$ cat config.mk
export PLATFORM = sky130hd
export DESIGN_NAME = sc_gameprogress_controller_flat
export DESIGN_NICKNAME = d
export VERILOG_FILES = /design/src/rtl/sc_gameprogress_controller_pkg.sv /design/src/rtl/sc_gameprogress_controller_if.sv /design/src/rtl/sc_gameprogress_controller_tick.sv /design/src/rtl/sc_gameprogress_controller.sv /design/src/flat_wrapper.sv
export SDC_FILE = /design/constraint.sdc
export NUM_CORES = 1
export LEC_CHECK = 0
export CAP_MARGIN = 20
export CORE_MARGIN = 2
export CORE_UTILIZATION = 63
export CTS_CLUSTER_SIZE = 14
export DETAILED_ROUTE_END_ITERATION = 8
export PLACE_DENSITY = 0.81
export SLEW_MARGIN = 25
export SYNTH_ARGS = -nofsm -noshare
export SYNTH_HDL_FRONTEND = slang
export SYNTH_SLANG_ARGS = --single-unit
$ cat constraint.sdc
create_clock -name SC_STATEMACHINEGAME_CLOCK_50 -period 5 [get_ports SC_STATEMACHINEGAME_CLOCK_50]
set_clock_uncertainty 0.15 [all_clocks]
set_input_delay 0.75 -clock SC_STATEMACHINEGAME_CLOCK_50 [delete_from_list [all_inputs] [get_ports SC_STATEMACHINEGAME_CLOCK_50]]
set_output_delay 0.75 -clock SC_STATEMACHINEGAME_CLOCK_50 [all_outputs]
set_load 0.02 [all_outputs]
$ cat src/rtl/sc_gameprogress_controller_pkg.sv
// Shared definitions for the Frogger game-progress controller: state encoding,
// parameter defaults and the level-to-tick-period mapping.
package sc_game_pkg;

  localparam logic [1:0] ST_IDLE_C  = 2'd0;
  localparam logic [1:0] ST_RUN_C   = 2'd1;
  localparam logic [1:0] ST_PAUSE_C = 2'd2;
  localparam logic [1:0] ST_OVER_C  = 2'd3;

  typedef enum logic [1:0] {
    ST_IDLE  = ST_IDLE_C,
    ST_RUN   = ST_RUN_C,
    ST_PAUSE = ST_PAUSE_C,
    ST_OVER  = ST_OVER_C
  } state_e;

  localparam int LIVES_INIT_DEF   = 3;
  localparam int LEVEL_MAX_DEF    = 4;
  localparam int PAUSE_CYCLES_DEF = 25_000_000;
  localparam int TICK_BASE_DEF    = 12_500_000;
  localparam int TICK_STEP_DEF    = 2_500_000;

  // Obstacles speed up linearly with level; TICK_BASE must exceed LEVEL_MAX*TICK_STEP.
  function automatic int tick_period(input int base, input int step, input int level);
    return base - level * step;
  endfunction

endpackage

$ cat src/rtl/sc_gameprogress_controller_if.sv
// Command/status bundle between the game state machine (master) and the
// progress controller (slave). All command pulses are active low.
interface sc_gameprogress_if
  import sc_game_pkg::*;
#(
  parameter int LIVES_INIT = LIVES_INIT_DEF,
  parameter int LEVEL_MAX  = LEVEL_MAX_DEF
);
  localparam int LIVES_W = $clog2(LIVES_INIT + 1);
  localparam int LEVEL_W = $clog2(LEVEL_MAX + 1);

  logic               start_InLow;
  logic               loseLife_InLow;
  logic               nextLevel_InLow;
  logic [LIVES_W-1:0] lives_Out;
  logic [LEVEL_W-1:0] level_Out;
  logic               livesComparator_OutLow;
  logic               levelComparator_OutLow;
  logic               freeze_OutLow;
  logic               tick_OutLow;

  modport master (
    output start_InLow, loseLife_InLow, nextLevel_InLow,
    input  lives_Out, level_Out, livesComparator_OutLow, levelComparator_OutLow,
           freeze_OutLow, tick_OutLow
  );

  modport slave (
    input  start_InLow, loseLife_InLow, nextLevel_InLow,
    output lives_Out, level_Out, livesComparator_OutLow, levelComparator_OutLow,
           freeze_OutLow, tick_OutLow
  );

endinterface

$ cat src/rtl/sc_gameprogress_controller_tick.sv
// Loadable modulo-P counter: counts 0..period-1 while enabled and emits a
// registered one-cycle pulse on terminal count, then wraps.
module sc_tick_divider #(
  parameter int W = 24
) (
  input  logic         SC_STATEMACHINEGAME_CLOCK_50,
  input  logic         SC_STATEMACHINEGAME_RESET_InHigh,
  input  logic         clear,
  input  logic         enable,
  input  logic [W-1:0] period,
  output logic         tick_o
);

  logic [W-1:0] cnt_q, cnt_d;
  logic         tick_q, tick_d;
  logic         term_cnt;

  // >= rather than == so a shortened period cannot strand the counter above it.
  assign term_cnt = (cnt_q >= (period - 1'b1));

  always_comb begin
    cnt_d  = cnt_q;
    tick_d = 1'b0;
    if (clear) begin
      cnt_d = '0;
    end else if (enable) begin
      if (term_cnt) begin
        cnt_d  = '0;
        tick_d = 1'b1;
      end else begin
        cnt_d = cnt_q + 1'b1;
      end
    end
  end

  always_ff @(posedge SC_STATEMACHINEGAME_CLOCK_50 or posedge SC_STATEMACHINEGAME_RESET_InHigh) begin
    if (SC_STATEMACHINEGAME_RESET_InHigh) begin
      cnt_q  <= '0;
      tick_q <= 1'b0;
    end else begin
      cnt_q  <= cnt_d;
      tick_q <= tick_d;
    end
  end

  assign tick_o = tick_q;

endmodule

$ cat src/rtl/sc_gameprogress_controller.sv
// Lives/level bookkeeping, post-event freeze timer and obstacle tick sequencer.
//   state | meaning
//   IDLE  | after reset, waiting for start; frozen, no ticks
//   RUN   | game active; ticks issued, events accepted
//   PAUSE | freeze interval after lose-life / next-level
//   OVER  | lives exhausted or last level reached; only start leaves
module sc_gameprogress_controller
  import sc_game_pkg::*;
#(
  parameter int LIVES_INIT   = LIVES_INIT_DEF,
  parameter int LEVEL_MAX    = LEVEL_MAX_DEF,
  parameter int PAUSE_CYCLES = PAUSE_CYCLES_DEF,
  parameter int TICK_BASE    = TICK_BASE_DEF,
  parameter int TICK_STEP    = TICK_STEP_DEF
) (
  input logic              SC_STATEMACHINEGAME_CLOCK_50,
  input logic              SC_STATEMACHINEGAME_RESET_InHigh,
  sc_gameprogress_if.slave bus
);

  localparam int LIVES_W = $clog2(LIVES_INIT + 1);
  localparam int LEVEL_W = $clog2(LEVEL_MAX + 1);
  localparam int PER_W   = $clog2(TICK_BASE + 1);
  localparam int PAUSE_W = $clog2(PAUSE_CYCLES + 1);

  state_e             state_q, state_d;
  logic [LIVES_W-1:0] lives_q, lives_d;
  logic [LEVEL_W-1:0] level_q, level_d;
  logic [PAUSE_W-1:0] pause_q, pause_d;
  logic [PER_W-1:0]   period_q, period_d;
  logic               freeze_n_q, freeze_n_d;
  logic               lives_n_q, lives_n_d;
  logic               level_n_q, level_n_d;

  logic start, lose_life, next_level;
  logic tick_clear, tick_en, tick;

  assign start      = ~bus.start_InLow;
  assign lose_life  = ~bus.loseLife_InLow;
  assign next_level = ~bus.nextLevel_InLow;

  always_comb begin
    state_d = state_q;
    lives_d = lives_q;
    level_d = level_q;
    pause_d = pause_q;
    if (start) begin
      lives_d = LIVES_W'(LIVES_INIT);
      level_d = '0;
      state_d = ST_RUN;
    end else begin
      case (state_q)
        ST_RUN: begin
          if (lose_life) begin
            lives_d = (lives_q == '0) ? '0 : lives_q - 1'b1;
            state_d = (lives_d == '0) ? ST_OVER : ST_PAUSE;
            pause_d = PAUSE_W'(PAUSE_CYCLES - 1);
          end else if (next_level) begin
            level_d = (level_q == LEVEL_W'(LEVEL_MAX)) ? level_q : level_q + 1'b1;
            state_d = (level_d == LEVEL_W'(LEVEL_MAX)) ? ST_OVER : ST_PAUSE;
            pause_d = PAUSE_W'(PAUSE_CYCLES - 1);
          end
        end
        ST_PAUSE: begin
          if (pause_q == '0) state_d = ST_RUN;
          else               pause_d = pause_q - 1'b1;
        end
        default: ;
      endcase
    end
  end

  // Flags and freeze follow the next state so they change on the event edge itself.
  assign freeze_n_d = (state_d == ST_RUN);
  assign lives_n_d  = (lives_d != '0);
  assign level_n_d  = (level_d != LEVEL_W'(LEVEL_MAX));
  assign period_d   = PER_W'(tick_period(TICK_BASE, TICK_STEP, int'(level_q)));

  assign tick_clear = (state_d == ST_RUN) && ((state_q != ST_RUN) || start);
  assign tick_en    = (state_q == ST_RUN) && (state_d == ST_RUN) && !start;

  always_ff @(posedge SC_STATEMACHINEGAME_CLOCK_50 or posedge SC_STATEMACHINEGAME_RESET_InHigh) begin
    if (SC_STATEMACHINEGAME_RESET_InHigh) begin
      state_q    <= ST_IDLE;
      lives_q    <= LIVES_W'(LIVES_INIT);
      level_q    <= '0;
      pause_q    <= '0;
      period_q   <= PER_W'(TICK_BASE);
      freeze_n_q <= 1'b0;
      lives_n_q  <= 1'b1;
      level_n_q  <= 1'b1;
    end else begin
      state_q    <= state_d;
      lives_q    <= lives_d;
      level_q    <= level_d;
      pause_q    <= pause_d;
      period_q   <= period_d;
      freeze_n_q <= freeze_n_d;
      lives_n_q  <= lives_n_d;
      level_n_q  <= level_n_d;
    end
  end

  sc_tick_divider #(
    .W (PER_W)
  ) u_tick (
    .SC_STATEMACHINEGAME_CLOCK_50     (SC_STATEMACHINEGAME_CLOCK_50),
    .SC_STATEMACHINEGAME_RESET_InHigh (SC_STATEMACHINEGAME_RESET_InHigh),
    .clear                            (tick_clear),
    .enable                           (tick_en),
    .period                           (period_q),
    .tick_o                           (tick)
  );

  assign bus.lives_Out              = lives_q;
  assign bus.level_Out              = level_q;
  assign bus.livesComparator_OutLow = lives_n_q;
  assign bus.levelComparator_OutLow = level_n_q;
  assign bus.freeze_OutLow          = freeze_n_q;
  assign bus.tick_OutLow            = ~tick;

endmodule

$ cat src/flat_wrapper.sv
// flat-port wrapper written by rule: the top's interface ports become plain ports
module sc_gameprogress_controller_flat import sc_game_pkg::*;
#(
  parameter int LIVES_INIT   = LIVES_INIT_DEF,
  parameter int LEVEL_MAX    = LEVEL_MAX_DEF,
  parameter int PAUSE_CYCLES = PAUSE_CYCLES_DEF,
  parameter int TICK_BASE    = TICK_BASE_DEF,
  parameter int TICK_STEP    = TICK_STEP_DEF
)
  (SC_STATEMACHINEGAME_CLOCK_50, SC_STATEMACHINEGAME_RESET_InHigh, bus_start_InLow, bus_loseLife_InLow, bus_nextLevel_InLow, bus_lives_Out, bus_level_Out, bus_livesComparator_OutLow, bus_levelComparator_OutLow, bus_freeze_OutLow, bus_tick_OutLow);
  sc_gameprogress_if #(.LIVES_INIT(LIVES_INIT), .LEVEL_MAX(LEVEL_MAX)) bus_i ();
  input logic SC_STATEMACHINEGAME_CLOCK_50;
  input logic SC_STATEMACHINEGAME_RESET_InHigh;
  input wire logic [$bits(bus_i.start_InLow)-1:0] bus_start_InLow;
  input wire logic [$bits(bus_i.loseLife_InLow)-1:0] bus_loseLife_InLow;
  input wire logic [$bits(bus_i.nextLevel_InLow)-1:0] bus_nextLevel_InLow;
  output wire logic [$bits(bus_i.lives_Out)-1:0] bus_lives_Out;
  output wire logic [$bits(bus_i.level_Out)-1:0] bus_level_Out;
  output wire logic [$bits(bus_i.livesComparator_OutLow)-1:0] bus_livesComparator_OutLow;
  output wire logic [$bits(bus_i.levelComparator_OutLow)-1:0] bus_levelComparator_OutLow;
  output wire logic [$bits(bus_i.freeze_OutLow)-1:0] bus_freeze_OutLow;
  output wire logic [$bits(bus_i.tick_OutLow)-1:0] bus_tick_OutLow;
  assign bus_i.start_InLow = bus_start_InLow;
  assign bus_i.loseLife_InLow = bus_loseLife_InLow;
  assign bus_i.nextLevel_InLow = bus_nextLevel_InLow;
  assign bus_lives_Out = bus_i.lives_Out;
  assign bus_level_Out = bus_i.level_Out;
  assign bus_livesComparator_OutLow = bus_i.livesComparator_OutLow;
  assign bus_levelComparator_OutLow = bus_i.levelComparator_OutLow;
  assign bus_freeze_OutLow = bus_i.freeze_OutLow;
  assign bus_tick_OutLow = bus_i.tick_OutLow;
  sc_gameprogress_controller #(.LIVES_INIT(LIVES_INIT), .LEVEL_MAX(LEVEL_MAX), .PAUSE_CYCLES(PAUSE_CYCLES), .TICK_BASE(TICK_BASE), .TICK_STEP(TICK_STEP)) u_core (.SC_STATEMACHINEGAME_CLOCK_50(SC_STATEMACHINEGAME_CLOCK_50), .SC_STATEMACHINEGAME_RESET_InHigh(SC_STATEMACHINEGAME_RESET_InHigh), .bus(bus_i));
endmodule
==> impl_results.md <==
* Power, Total at 1820 uW
* Setup TNS Final at 0 ns
* Compound-gate portion of the synthesized area at 0.148
* Worst-Margin Slew at roughly 0.77 ns
* Period utilization at 0.857
* Sequential-to-total area share from yosys stat at 0.384
* Vias per cell at 6.13
* Drt total wl at ~10,000 microns
* Die Width at 94.9 microns
* Status: complete, no violations
* Clk sinks at 79
* Pleak at 0.00239 uW
* Kind of critical path: flip-flop to flip-flop
* Power per Cell Area at 324 nW/um^2
* Post-synthesis simple-gate area fraction at 0.237
* Gpl congestion at 0.862
* Data arrival, critical path at approximately 4.4 ns
* Antenna viol nets, final at 0
* Root buf cell: clkbuf_8
* Layout Nets at a little over 600
* Rows at 33
* Yosys top cell area share at 0.303
* Max cap viols at 0
* Area Overhead vs Synth at 7.91%
* Slew HR at 0.485
* CTS Buf Count at 9
* Initial Util at 0.643
* Min Tclk post-route at 4.29 ns
* EDFF count, synth at 0
* Synth Register Bits at 79
* Post-synth ARST share at 1.00
* Max Freq at roughly 230 MHz
* Initial DRC Count at 171
* Post-synthesis cell type count at 69
* Largest family of logic cells by synthesized area: simple AND/OR/NAND/NOR gates
* Hold Path Class: flip-flop to flip-flop
* Synth warn at 0
* Max VDD drop at about 240 uV
* Vias in the first global route at 4,220
* Reg2reg setup slack at 0.71 ns
* CTS tree: built
* Num ports at 14
* H-tree depth at 3
* Net Count, Synth at 604
* Post-synthesis xor/xnor area fraction at 0.0943
* Antenna violations before repair at 0
* CTS-repair resized insts at 0
* Setup Fix Bufs, Post-CTS at 0
* Critical Path Fanout Max at 31
* Layout cells sized above 1 at 0.0870
* Post-Syn Area per Cell at 9.31 sq um
* Gr usage total at 0.253
* Max clock buf depth at 2
* Hpwl dp at slightly below 8000 microns
* Crit start category: flip-flop
* WL per Instance at approximately 15 microns
* Pre-Repair DR Iteration Count at 4
* Die area at 9000 sq um
* Critical Path Slowest Stage Cell: nor2_1
* DRC errors left at 0
* Mux share of post-synthesis cell area at 0.00601
* Die Y at approximately 95 microns
* Finish-stage setup viols at 0
* First-pass GRT wire length at between 15,000 and 20,000 microns
* Synthesized area at 5200 sq um
* Synth Flop Type: dfrtp_1
* Slowest stage delay, CP at 0.61 ns
* Post-synth top area cell: dfrtp_1
* Post-CTS Hold Buffers at 0
* Slew Limit Fails at 0
* Vias post-DR at 4,168
* Diodes inserted at 0
* Buffers on Ports at 13
* Area share of fa/ha/maj cells after synthesis at 0.0991
* Pin count of the biggest net entering global routing at 55
* Core Area at 8090 sq um
* Clock Pin Slew Worst Setup and Hold Paths at around 0.08 ns
* Worst setup EP type: flip-flop
* Final hold vios at 0
* Unrepaired setup endpoints after global routing: false
* Synth area leaders: dfrtp_1 (30%), ha_1 (9.1%), dfstp_2 (8.1%)
* CP cell instances: nor4_1, nand2_1, or3_1, nor4_1, xnor2_1, ha_1, a21o_1, a21o_1, a21oi_1, o2111a_1, o21bai_1, buf_4, nor2_1, a22o_1
* Worst-Skew Late Latency at 0.35 ns
* Remaining Overflow, GRT at 0
* Mapped Cells at 559
* Critical Path RT at 5.14 ns
==> cells by family after synthesis <==
group           count (synthesis)
flops                          79
compound gates                116
mux                             3
xor+xnor                       56
simple gates                  226
fa+ha+maj                      40
buf+inv                        39
==> critical path: cells and delay by family, from the launching register on <==
family	cells	cell delay, ns
simple gates	5	1.89
compound gates	6	1.12
flops	1	0.41
fa+ha+maj	1	0.27
buf+inv	1	0.22
xor+xnor	1	0.16
==> per-layer routing <==
metal  wire length, microns  GRT usage
met2                   5080      0.440
met3                    324     0.0399
met4                    147     0.0773
met1                   4870      0.323
met5                      0          0
==> placed cells by master, fill, tap and decap left out, types with 3 or more instances in the layout <==
cell             count
or3_1                4
a21o_1              13
dfrtp_1             63
xnor2_1             35
a22o_1              12
clkdlybuf4s50_1     13
nand3_1             22
or4_1                4
inv_1               20
nor3_1              17
nand2_1             49
nor4b_1              4
nor2b_1             10
a21oi_1             21
dfstp_2             16
clkbuf_8            10
nand3b_1             7
o21ai_0             39
nor4_1               9
ha_1                38
clkinvlp_4           3
nor2_1              45
and3_1              17
and2_1               5
nand4_1              8
o31ai_1              3
nor3b_1              4
xor2_1              21
nand2b_1             5
==> state kept, by name, indices dropped and copies added, names as in the netlist <==
| register | flops |
|---|---|
| u_core.pause_q | 25 |
| u_core.bus.level_Out | 3 |
| u_core.u_tick.cnt_q | 24 |
| u_core.bus.lives_Out | 2 |
| u_core.bus.livesComparator_OutLow | 1 |
| u_core.period_q | 19 |
| u_core.u_tick.tick_o | 1 |
| u_core.bus.levelComparator_OutLow | 1 |
| u_core.bus.freeze_OutLow | 1 |
| u_core.state_q | 2 |
==> power breakdown <==
| group | total [uW] | switching (uW) | internal, uW | leakage [uW] |
|---|---|---|---|---|
| logic | 573 | 378 | 196 | 0.00135 |
| registers | 764 | 52.7 | 711 | 0.000950 |
| clock network | 484 | 239 | 246 | 0.0000947 |
==> final timing paths <==
kind / end / cells past startpoint / from
worst max-delay path: u_core.u_tick.cnt_q[5] / 14 / u_core.period_q[9]
worst min-delay path: u_core.bus.lives_Out[0] / 2 / u_core.bus.lives_Out[1]
worst max register to register: u_core.u_tick.cnt_q[5] / 14 / u_core.period_q[9]
worst min register to register: u_core.bus.lives_Out[0] / 2 / u_core.bus.lives_Out[1]
max in group asynchronous: u_core.u_tick.cnt_q[12] / 3 / SC_STATEMACHINEGAME_RESET_InHigh
min in group asynchronous: u_core.pause_q[20] / 2 / SC_STATEMACHINEGAME_RESET_InHigh
==> Yosys cell counts (3+ instances only) <==
cell / n
nand3_1: 22
xor2_1: 21
nor3_1: 17
nor4_1: 9
buf_2: 3
dfstp_2: 16
inv_1: 21
o31ai_1: 3
nand2b_1: 5
a22o_1: 12
clkbuf_1: 9
and2_1: 5
or4_1: 4
nand3b_1: 7
a21oi_1: 21
a21o_1: 13
nor4b_1: 4
o21ai_0: 39
or3_1: 4
and3_1: 17
dfrtp_1: 63
nor2b_1: 10
nor2_1: 45
nand4_1: 8
ha_1: 38
xnor2_1: 35
nand2_1: 49
nor3b_1: 4
==> per-stage QoR <==
step / setup WS (ns) / hold slack (ns) / util / cells / cell area [sq um]
6_report: 0.714 / 0.352 / 0.694 / 680 / 5610
4_1_cts: 0.695 / 0.350 / 0.694 / 680 / 5610
5_1_grt: 0.348 / 0.372 / 0.694 / 680 / 5610
3_5_place_dp: 0.709 / 0.333 / 0.668 / 664 / 5410
3_3_place_gp: 0.859 / 0.326 / 0.668 / 664 / 5410
2_1_floorplan: 1.37 / 0.293 / - / 559 / 5200
==> cell type report <==
class	instances	area, sq um
well taps	105	131
clock buffers	10	138
inverters	24	92.6
flip-flops and latches	79	2000
clock inverters	6	70.1
fillers	651	2480
multi-input cells	441	3040
repair buffers	15	145
No activity file was read; power rests on OpenSTA's default activity.
==> RTL change 1: new RTL, same settings <==
Make the reset (`SC_STATEMACHINEGAME_RESET_InHigh`) synchronous in 2 clocked blocks.
--- a/src/rtl/sc_gameprogress_controller_tick.sv
+++ b/src/rtl/sc_gameprogress_controller_tick.sv
@@ -35,3 +35,3 @@
 
-  always_ff @(posedge SC_STATEMACHINEGAME_CLOCK_50 or posedge SC_STATEMACHINEGAME_RESET_InHigh) begin
+  always_ff @(posedge SC_STATEMACHINEGAME_CLOCK_50) begin
     if (SC_STATEMACHINEGAME_RESET_InHigh) begin
--- a/src/rtl/sc_gameprogress_controller.sv
+++ b/src/rtl/sc_gameprogress_controller.sv
@@ -81,3 +81,3 @@
 
-  always_ff @(posedge SC_STATEMACHINEGAME_CLOCK_50 or posedge SC_STATEMACHINEGAME_RESET_InHigh) begin
+  always_ff @(posedge SC_STATEMACHINEGAME_CLOCK_50) begin
     if (SC_STATEMACHINEGAME_RESET_InHigh) begin
Behaviour: differs if SC_STATEMACHINEGAME_RESET_InHigh is asserted again (counterexample within 4 cycles, from zero or initial values and one cycle with SC_STATEMACHINEGAME_RESET_InHigh high); with SC_STATEMACHINEGAME_RESET_InHigh held inactive, the same outputs for 10 cycles.
==> RTL change 1 against the unedited design <==
- synthesized area down 6.9%
- synthesized cell count grew 5.0%
- count of clock-buffer cells in the layout stayed put
- hold slack got worse by 32 ps
- wire length down 0.41%
- critical endpoint is now u_core.u_tick.cnt_q[21]
- worst setup slack got worse by 200 ps
- critical path type unchanged
- sequential cell count fell by 1
- final area decreased by 5.9%
Power is not compared: it rests on default switching activity, and its combinational part moved more than twofold at a synthesized area within 25%.
==> RTL change 1: results <==
[run_status]
outcome = finished clean

[clock_network]
clk_pin_slew_ps = 80
cts_buffers = 9
root_buffer = clkbuf_8
clock_latency_ps = 360
clock_path_buffers = 2
h-tree-depth = 3
cts-resized-gates = 0

[route]
via_per_inst = 6.068
wl_met3_um = 419
routedWlPerCell_um = 14.81
drt.antenna.violating_nets = 0
drt-met1-wl_um = 4887
wl_met2_um = 4901
drt_iter0_markers = 165

[critical_path]
crit_family = simple AND/OR/NAND/NOR gates
r2r-start = u_core.period_q[13]
crit_arrival_ps = 4620
worst-path-max-fanout = 16
slowest_delay_ps = 590
slowest_stage = or4b_1

[synthesis]
async_flop_share = 0
synth_cell_types = 65
synth_area_leaders = dfxtp_1 32%, ha_1 9.8%, a21oi_1 5.8%
synth_fa_ha_area_frac = 0.1064
synth_common_cells = 78 x dfxtp_1, 56 x a21oi_1, 51 x nor2_1, 50 x nand2_1, 38 x ha_1
seq_area_frac_synth = 0.3222
synth_xor_area_frac = 0.09037
synth_compound_gate_area_share = 0.1885
ys_warn_count = 0
synthMuxAreaShare = 0.004131
avgSynthCellArea_um2 = 8.255
syn_nets = 632

[grt]
grtUsageMet1 = 0.3306
grt_pass1_wl_um = 18270
use_met2 = 0.4393
grt_max_degree = 43
track_usage = 0.2608
globalRouteMet3Util = 0.05012
grt_pass1_vias = 4176

[placement]
routabilityCongestion = 0.9064
dp_hpwl_um = 7749
place_inst = 685
placed_area_um2 = 5052
preCtsSetupSlack_ps = 508.2

[cells_and_area]
reg_top3 = u_core.pause_q (25), u_core.u_tick.cnt_q (24), u_core.period_q (18)
layout.cells.non_filler = 701
num-nets-final = 642
drive_above_1_share = 0.06146

[power]
leakage_uw = 0.001960

[hold_path]
hp-class = reg2reg
min_from = u_core.pause_q[17]

[sta]
tightest_slew_ps = 942.9
fin_tns_setup_ps = 0
-- RTL change 1: layout make-up --
cell class / count / area (um2)
Tap cell: 99 / 123.9
Clock inverter: 6 / 92.59
Fill cell: 598 / 2087
Inverter: 25 / 93.84
Multi-Input combinational cell: 467 / 3120
Sequential cell: 78 / 1562
Clock buffer: 10 / 137.6
Timing Repair Buffer: 16 / 152.6
-- RTL change 1: report_power, final --
| group | internal [uW] | switching [uW] | total, uW | leakage (uW) |
|---|---|---|---|---|
| Combinational | 72.6 | 112 | 185 | 0.00122 |
| Sequential | 640 | 18.3 | 658 | 0.000632 |
| Clock | 297 | 236 | 533 | 0.000109 |
| Total | 1010 | 367 | 1380 | 0.00196 |
-- RTL change 1: worst paths after layout --
kind	endpoint	slack, ps	cells after the start
max	u_core.u_tick.cnt_q[21]	510	13
min	u_core.pause_q[17]	320	2
max reg2reg	u_core.u_tick.cnt_q[21]	510	13
min reg2reg	u_core.pause_q[17]	320	2
==> RTL change 2: new RTL, same settings <==
Without the edit above. `LEVEL_MAX_DEF`: 4 -> 8.
--- a/src/rtl/sc_gameprogress_controller_pkg.sv
+++ b/src/rtl/sc_gameprogress_controller_pkg.sv
@@ -17,3 +17,3 @@
   localparam int LIVES_INIT_DEF   = 3;
-  localparam int LEVEL_MAX_DEF    = 4;
+  localparam int LEVEL_MAX_DEF    = 8;
   localparam int PAUSE_CYCLES_DEF = 25_000_000;
Ports: changed (resized bus_level_Out); port bits go from 14 to 15. No check against the original RTL was run, so the function may have changed too.
==> RTL change 2 against the unedited design <==
- synthesized area up 7.9%
- sequential cell count up 1
- worst setup slack worse by 270 ps
- power up 2.6%
- wire length up 20%
- sequential share of layout area down 2.3 points
- utilization up 0.68 points
- final area up 8.3%
- critical path type unchanged
- largest cell class unchanged
==> RTL change 2: results <==
[clock_network]
clock_path_buffers = 2
clk_pin_slew_ps = 90
h-tree-depth = 3
cts_buffers = 9
clock_latency_ps = 360
root_buffer = clkbuf_8

[cells_and_area]
drive_above_1_share = 0.09561
reg_top3 = u_core.pause_q (25), u_core.u_tick.cnt_q (24), u_core.period_q (19)
diodes = 0
num-nets-final = 691

[synthesis]
seq_area_frac_synth = 0.3602
async_flop_share = 1.000
syn_nets = 675
synth_ff_type = dfrtp_1
synth_area_leaders = dfrtp_1 29%, ha_1 11%, dfstp_2 7.5%
synth_cell_types = 62
ys_warn_count = 0
synth_common_cells = 64 x dfrtp_1, 51 x ha_1, 48 x nand2_1, 40 x nor2_1, 38 x xnor2_1

[route]
drt_iter0_markers = 172
wl_um = 12550
via_per_inst = 6.347
drt_first_pass_iters = 5

[power]
leakage_uw = 0.002582
ir_drop_uv = 226.7

[critical_path]
crit_arrival_ps = 4700
crit_family = simple AND/OR/NAND/NOR gates
critPathLaunch = u_core.period_q[8]
slowest_delay_ps = 660
slowest_stage = or3_1
worst-path-max-fanout = 15

[placement]
routabilityCongestion = 0.9023
dp_hpwl_um = 9212
placed_area_um2 = 5867
io_buffers = 14

[hold_path]
hp-class = reg2reg
min_from = u_core.pause_q[0]

[run_status]
outcome = finished clean

[sta]
tightest_slew_ps = 828.9

[grt]
grt_pass1_vias = 4812
grt_max_degree = 52
antenna_found_initial = 0
grt_pass1_wl_um = 21670
track_usage = 0.2697
[RTL change 2: changes by cell type after synthesis, moves of 6 or more]
cell      delta
nand3_1     +12
o21ai_0      -8
a31oi_1     +12
o31ai_1      +6
ha_1        +13
or3_1        +9
nand3b_1     -6
nor3_1       +7
a22o_1       -7
a21oi_1      +8
[RTL change 2: layout make-up]
| class | count | area [um2] |
|---|---|---|
| fillers | 699 | 2599 |
| flip-flops and latches | 80 | 2022 |
| clock inverters | 7 | 82.58 |
| clock buffers | 9 | 123.9 |
| repair buffers | 21 | 192.7 |
| inverters | 26 | 98.84 |
| well taps | 108 | 135.1 |
| multi-input cells | 495 | 3425 |
[RTL change 2: through the flow]
stage	util	worst slack [ps]	power, uW	std cells
2_1_floorplan	-	615.1	1206	617
3_3_place_gp	0.6760	602.6	1338	730
3_5_place_dp	0.6760	309.4	1369	730
4_1_cts	0.6998	283.7	1873	746
5_1_grt	0.7005	93.02	1980	746
6_report	0.7005	446.4	1870	746
[RTL change 2: power by group]
part	internal (uW)	switching, uW
Combinational	207	398
Sequential	712	48.3
Clock	240	264
Total	1160	711
[RTL change 2: metal layers]
| metal | wire length (um) | vias to the layer above | track usage | part of all wire |
|---|---|---|---|---|
| met4 | 250 | 0 | 0.1012 | 0.020 |
| li1 | - | 2293 | - | - |
| met1 | 5422 | 2295 | 0.3442 | 0.43 |
| met2 | 6289 | 126 | 0.4678 | 0.50 |
| met3 | 588 | 21 | 0.03579 | 0.047 |
| met5 | 0 | - | 0 | 0 |
[RTL change 2: kinds of logic (layout without fill, tap and decap cells)]
family | count (synthesis) | in the layout | share of synthesized area
XOR/XNOR | 57 | 57 | 0.08894
AND/OR/NAND/NOR | 247 | 247 | 0.2361
flip-flops | 80 | 80 | 0.3602
adder cells (fa/ha/maj) | 53 | 53 | 0.1208
buffers and inverters | 42 | 63 | 0.03076
multiplexers | 1 | 1 | 0.001783
AO/OA/AOI/OAI | 137 | 137 | 0.1614
[RTL change 2: final timing paths]
check,end,slack (ps),depth (start not counted)
max,u_core.u_tick.cnt_q[3],450,16
min,u_core.pause_q[0],380,1
max reg2reg,u_core.u_tick.cnt_q[3],450,16
min reg2reg,u_core.pause_q[0],380,1
max in group asynchronous,u_core.u_tick.cnt_q[21],3080,3
min in group asynchronous,u_core.pause_q[16],700,2
[RTL change 2: timing repair]
item,CTS,global route
resized for setup,0,1
setup endpoints to repair,0,8
setup buffers,0,0
